<file path="src/rtl/hazard_unit.sv">
// ID-stage pipeline hazard controller: load-use and branch/JALR operand stalls,
// IF flush on taken control transfers, and saturating stall/flush event counters.
module hazard_unit #(
  parameter int REG_W = 5,
  parameter int CNT_W = 16
) (
  input  logic             clk,
  input  logic             rst,
  input  logic [REG_W-1:0] id_rs1,
  input  logic [REG_W-1:0] id_rs2,
  input  logic             id_use_rs1,
  input  logic             id_use_rs2,
  input  logic             id_Branch,
  input  logic             id_jump,
  input  logic             id_jalr,
  input  logic             id_branch_taken,
  input  logic             ex_MemRead,
  input  logic             ex_Regwrite,
  input  logic [REG_W-1:0] ex_rd,
  input  logic             mem_MemRead,
  input  logic [REG_W-1:0] mem_rd,
  output logic             hz_bubble,
  output logic             hz_PC_write,
  output logic             hz_IFID_write,
  output logic             hz_IF_flush,
  output logic [CNT_W-1:0] hz_stall_cnt,
  output logic [CNT_W-1:0] hz_flush_cnt
);

  typedef enum logic {IDLE, HOLD} state_t;

  state_t           state_q, state_d;
  logic             rem_q, rem_d;
  logic [CNT_W-1:0] stall_cnt_q, stall_cnt_d;
  logic [CNT_W-1:0] flush_cnt_q, flush_cnt_d;

  logic       exm, memm, ctl;
  logic [1:0] need;
  logic       stall, flush;

  // x0 is hardwired zero, so a write to it can never feed a consumer
  always_comb begin
    exm  = (ex_rd != '0) &&
           ((id_use_rs1 && (ex_rd == id_rs1)) || (id_use_rs2 && (ex_rd == id_rs2)));
    memm = (mem_rd != '0) &&
           ((id_use_rs1 && (mem_rd == id_rs1)) || (id_use_rs2 && (mem_rd == id_rs2)));
    ctl  = id_Branch || id_jalr;

    need = 2'd0;
    if (ctl && ex_MemRead && exm)
      need = 2'd2;
    else if ((ex_MemRead && exm) || (ctl && ex_Regwrite && exm) || (ctl && mem_MemRead && memm))
      need = 2'd1;
  end

  always_comb begin
    state_d = state_q;
    rem_d   = rem_q;
    stall   = 1'b0;
    case (state_q)
      IDLE: begin
        if (need != 2'd0) begin
          stall = 1'b1;
          if (need == 2'd2) begin
            state_d = HOLD;
            rem_d   = 1'b1;
          end
        end
      end
      HOLD: begin
        stall   = 1'b1;
        if (rem_q)
          rem_d = 1'b0;
        state_d = IDLE;
      end
      default: begin
        state_d = IDLE;
        rem_d   = 1'b0;
      end
    endcase
    if (rst)
      stall = 1'b0;
  end

  // Stall takes priority: a branch outcome seen while stalled is not trustworthy
  always_comb begin
    flush         = !rst && !stall && (id_jump || (id_Branch && id_branch_taken));
    hz_bubble     = stall;
    hz_PC_write   = !stall;
    hz_IFID_write = !stall;
    hz_IF_flush   = flush;

    stall_cnt_d = stall_cnt_q;
    if (stall && (stall_cnt_q != '1))
      stall_cnt_d = stall_cnt_q + 1'b1;
    flush_cnt_d = flush_cnt_q;
    if (flush && (flush_cnt_q != '1))
      flush_cnt_d = flush_cnt_q + 1'b1;
  end

  always_ff @(posedge clk or posedge rst) begin
    if (rst) begin
      state_q     <= IDLE;
      rem_q       <= 1'b0;
      stall_cnt_q <= '0;
      flush_cnt_q <= '0;
    end else begin
      state_q     <= state_d;
      rem_q       <= rem_d;
      stall_cnt_q <= stall_cnt_d;
      flush_cnt_q <= flush_cnt_d;
    end
  end

  assign hz_stall_cnt = stall_cnt_q;
  assign hz_flush_cnt = flush_cnt_q;

endmodule
</file>
<file path="config.mk">
export PLATFORM = sky130hd
export DESIGN_NAME = hazard_unit
export DESIGN_NICKNAME = d
export VERILOG_FILES = /design/src/rtl/hazard_unit.sv
export SDC_FILE = /design/constraint.sdc
export NUM_CORES = 1
export LEC_CHECK = 0
export BUFFER_PORTS_ARGS = -buffer_cell sky130_fd_sc_hd__buf_2
export CORE_ASPECT_RATIO = 1.2
export CORE_UTILIZATION = 45
export DETAILED_ROUTE_END_ITERATION = 16
export GPL_TIMING_DRIVEN = 0
export PLACE_DENSITY = 0.88
export SYNTH_ARGS = -nofsm -noshare
export SYNTH_HDL_FRONTEND = slang
export SYNTH_SLANG_ARGS = --single-unit
</file>
<file path="constraint.sdc">
create_clock -name clk -period 2.4 [get_ports clk]
set_clock_uncertainty 0.2 [all_clocks]
set_input_delay 0.48 -clock clk [delete_from_list [all_inputs] [get_ports clk]]
set_output_delay 0.48 -clock clk [all_outputs]
set_load 0.005 [all_outputs]
</file>
Word-level counts from Yosys, hierarchy flattened
Cells that the tools add are included.
Widths: inputs -> output; s select.

word-level totals
  register bits = 33
  bits of input ports = 31
  output and inout bits = 36
  logic and storage cells = 50

operators by class
  add/subtract/negate cells = 2
  equal/unequal tests = 7
  multiplexer cells = 8
  bitwise gates (word level) = 1
  reduce and logical (&&, ||, !) cells = 29

operators by type and width
  cell                   number
  $add 16x1->16 const B  2
  $ne 16x16->1 const B   2
  $eq 5x5->1             4
  $logic_and 1x1->1      18
  $reduce_bool 5->1      2
  $logic_or 1x1->1       6
  $mux 1                 5
  $pmux 1 s2             2
  $eq 2x2->1 const B     1
  $logic_not 1->1        2
  $mux 2                 1
  $reduce_bool 2->1      1
  $not 1->1              1

Depth between registers and ports, before layout
  depth after elaboration = 17
  depth in mapped cells = 7

Worst setup path after synthesis
No wires, ideal clock.

  path kind = input to output
  from = in mem_rd[0]
  to = out hz_PC_write
  arrival time = 1.943 ns
  data required time = 1.720 ns
  slack = -0.223 ns
  cell stages on the path = 6
  cell sequence = or3_1 o311a_1 a221oi_4 buf_2 or2_2 buf_4

on the way
  cells in the longest elaborated chain, start to end = 13
  elaborated cells between the ends (all ways) = 16

RTL lines
  element                RTL line  source
  start, declared        21        input logic [REG_W-1:0] mem_rd,
  $eq 5x5->1             46        ((id_use_rs1 && (mem_rd == id_rs1)) || (id_use_rs2 && (mem_rd == id_rs2)));
  $logic_and 1x1->1      46
  $logic_or 1x1->1       46
  $logic_and 1x1->1 (*)  45        memm = (mem_rd != '0) &&
  $logic_and 1x1->1 (*)  52        else if ((ex_MemRead && exm) || (ctl && ex_Regwrite && exm) || (ctl && mem_MemRead && memm))
  $logic_or 1x1->1 (*)   52
  $mux 1 (*)             52
  $mux 2 (*)             50        if (ctl && ex_MemRead && exm)
  $reduce_bool 2->1 (*)  62        if (need != 2'd0) begin
  $mux 1 (*)             62
  $pmux 1 s2 (*)         60        case (state_q)
  $mux 1 (*)             81        if (rst)
  $logic_not 1->1 (*)    -
  end, declared          23        output logic hz_PC_write,

Mark *: on every way between the ends. The rest lies on a longest branch, timed or not.

Worst setup path after layout
  from = in mem_rd[1]
  to = out hz_PC_write

on the way
  cells in the longest elaborated chain, start to end = 13
  elaborated cells between the ends (all ways) = 16

RTL lines
  element                RTL line  source
  $eq 5x5->1             46
  $logic_and 1x1->1      46
  $logic_or 1x1->1       46
  $logic_and 1x1->1 (*)  45
  $logic_and 1x1->1 (*)  52
  $logic_or 1x1->1 (*)   52
  $mux 1 (*)             52
  $mux 2 (*)             50
  $reduce_bool 2->1 (*)  62
  $mux 1 (*)             62
  $pmux 1 s2 (*)         60
  $mux 1 (*)             81
  $logic_not 1->1 (*)    89        hz_PC_write = !stall;

Marked as above.

==> key figures <==
Layout
  • Post-route insts no fill: 329
  • Ant diodes: 0
  • Area delta synth->final: 32.4%
  • Util after Layout: 63.4%
  • Nets: 307
  • Layout cells sized above 1: 34.9%
  • Final Cell Area: 2560 um2

Outcome
  • Failing checks: negative setup slack
  • Outcome: finished with violations

Clocking
  • CTS H-tree lvls: 2
  • Worst-path clk slew: 0.07 ns
  • TritonCTS Sinks: 33
  • CTS tree: yes
  • CTS max path bufs: 2
  • Clock root cell: clkbuf_8
  • CTS Buf Count: 5
  • Clk_lat worst skew: 0.28 ns
  • Hold buffer count at cts: 0

Yosys
  • EDFF count, synth: 0
  • Sequential area share after synthesis: 42.7%
  • Largest family of logic cells by synthesized area: simple AND/OR/NAND/NOR gates
  • Yosys warns: 0
  • Yosys reg bits: 33
  • Syn Area/Cell: 10.0 um2
  • Synthesized net count: 226
  • Post-synthesis mux area share: 1.75%
  • Post-Synthesis Cells: 193
  • Simple-Gate Fraction of Synth Area: 25.4%
  • Synth Area in Adders: 1.29%
  • Ys async rst share: 100%
  • Prevailing post-synth register cell: dfrtp_1
  • Synthesized cell area: 1930 um2
  • Area fraction in compound gates after synthesis: 4.14%
  • Post-synthesis cell type count: 34
  • Post-synthesis xor/xnor area fraction: 22.2%

Floorplanning
  • I/O Pins: 67
  • Die width: 61.8 um
  • Rows: 25
  • Starting Density: 47.9%
  • Die area: 4560 um2
  • Die H: 73.8 um
  • Core Box Area: 4040 um2

Critical path
  • Worst Path Max Fanout: 3
  • Crit-path cells: buf_8, or3_1, o311a_1, a221oi_4, buf_6, or2_4, buf_6, buf_6
  • CP Data Arrival Time: 2.02 ns
  • WS Path Type: input port to output pin
  • Worst path bufs/invs: 4
  • Slowest CP cell: or3_1
  • Worst path required time: 1.72 ns
  • CP endpoint kind: output pin
  • Worst setup SP type: input port
  • Crit-path most repeated cell: buf_6
  • R2r setup slk: 0.16 ns
  • CP max stage delay: 0.37 ns
  • Largest delay share family, worst path: compound AO/OA/AOI/OAI gates

Timing
  • Period utilization: 113%
  • Final hold slack: 0.123 ns
  • Worst slew pin tran: 0.706 ns
  • Relative slew slack: 52.8%
  • Fmax: 370 MHz
  • RSZ-0062 raised after global routing: yes
  • Count of final setup violators: 4
  • Final setup margin: -0.302 ns
  • Hold Violations, Final: 0
  • Final Max Tran Viols: 0
  • Tmin final: 2.70 ns

Pwr
  • PwrDens: 596 nW/um2
  • Leakage Power: 1.29 nW
  • Worst IR drop on VDD: 0.484 mV

Place
  • Post-DP Area: 2340 um2
  • DP Wirelength: 3.33 mm
  • # port buffers: 66
  • DP Cell Count: 313
  • Placer Congestion: 0.910

GRT
  • Vias in the first global route: 1674
  • Largest net degree at the start of global routing: 35
  • First-pass GRT wire length: 7.44 mm
  • Initial antenna violation count: 0
  • Gr usage total: 22.3%
  • Grt ovf: 0

Hold path
  • Worst min path class: input port to async pin

Flow run
  • Max cap viols: 0

Routing
  • DRT Pass-1 Iters: 4
  • # DRC: 0
  • Detail Route Antenna Nets: 0
  • Total vias in the final route: 1749
  • DRT iter0 DRCs: 50
  • Final WL: 4.61 mm
  • Vias per std cell: 5.32
  • Routed WL per cell: 14.0 um
==> logic make-up after synthesis <==
family	Yosys count
DFF	33
AOI/OAI and AO/OA	9
and+or+nand+nor	88
muxes	3
adders and majority gates	2
xor gates and xnor gates	49
buffers and inverters	9
==> Yosys cell counts (2+ instances only) <==
library cell / count / area share, %
nand2_1: 15 / 2.9
and4_1: 5 / 2.3
mux2_1: 2 / 1.2
xor2_1: 13 / 5.9
dfrtp_1: 33 / 43
nor2_1: 8 / 1.6
or2_2: 2 / 0.65
nand3_1: 12 / 3.1
nand4_1: 14 / 4.5
nor4_1: 5 / 1.6
and3_1: 10 / 3.2
nor3b_1: 2 / 0.78
and2_1: 3 / 0.97
o22ai_1: 2 / 0.65
nor3_1: 6 / 1.6
ha_1: 2 / 1.3
xnor2_1: 36 / 16
buf_2: 3 / 0.78
a21oi_1: 3 / 0.78
inv_1: 3 / 0.58
==> per-stage QoR <==
step	total power [mW]	setup TNS, ns	setup slack, ns
after detailed placement	1.05	-6.08	-0.478
after global routing	1.63	-1.31	-0.360
after CTS	1.52	-1.28	-0.341
after floorplan	0.896	-0.336	-0.124
final	1.53	-1.05	-0.302
after global placement	1.04	-5.50	-0.474
==> metal layers <==
| metal | part of all wire, % | vias up | global-route usage [%] |
|---|---|---|---|
| li1 | - | 843 | - |
| met3 | 4.9 | 10 | 5.46 |
| met4 | 2.2 | 0 | 11.6 |
| met5 | 0 | - | 0 |
| met2 | 51 | 59 | 35.4 |
| met1 | 42 | 837 | 27.5 |
==> cell type report <==
type / instances / area, um2
timing repair buffer: 74 / 423
tap: 54 / 67.6
buffer: 6 / 55.1
clock buffer: 7 / 96.3
sequential: 33 / 826
clock inverter: 1 / 5.00
inverter: 3 / 15.0
multi-input combinational: 151 / 1070
fill: 335 / 1480
==> state kept, by name, summed over array words and instances (netlist names) <==
register / flops
state_q: 1
hz_flush_cnt: 16
hz_stall_cnt: 16
==> final timing paths <==
| kind | from | end | cells after the start |
|---|---|---|---|
| worst max-delay path | mem_rd[1] | hz_PC_write | 8 |
| worst min-delay path | rst | hz_flush_cnt[3] | 2 |
| worst max register to register | hz_flush_cnt[6] | hz_flush_cnt[13] | 7 |
| worst min register to register | hz_stall_cnt[11] | hz_stall_cnt[11] | 1 |
| max in group asynchronous | rst | hz_stall_cnt[3] | 2 |
| min in group clk | ex_MemRead | state_q | 3 |
==> cells in the final DEF (no fill, tap or decap), types with 2 or more instances in the layout <==
cell type,netlist,final
clkbuf_8,0,7
inv_1,3,2
o22ai_1,2,2
and4_1,5,5
and3_1,10,10
ha_1,2,2
nand2_1,15,15
nor4_1,5,5
buf_2,3,63
dfrtp_1,33,33
xor2_1,13,13
mux2_1,2,2
a21oi_1,3,3
buf_8,0,2
nand4_1,14,14
and2_1,3,2
nor3b_1,2,2
buf_6,1,6
nor2_1,8,8
nand3_1,12,12
buf_4,1,8
xnor2_1,36,36
nor3_1,6,6
==> worst reg2reg max path: cells and delay by family (launching register included) <==
| kind | cells | cell delay, ns |
|---|---|---|
| and+or+nand+nor | 4 | 0.88 |
| AOI/OAI and AO/OA | 1 | 0.21 |
| DFF | 1 | 0.44 |
| xor gates and xnor gates | 1 | 0.15 |
| buffers and inverters | 1 | 0.26 |
==> where the power goes <==
group / internal [mW] / switching, mW
sequential: 0.627 / 0.0931
clock: 0.259 / 0.201
combinational: 0.193 / 0.153
==> what timing repair did <==
action / 4_1_cts / 5_1_grt
buffers inserted: 3 / 5
resized for setup: 13 / 2
setup endpoints to repair: 24 / 16
pin swaps: 4 / 4
No activity file was read; power rests on OpenSTA's default activity.
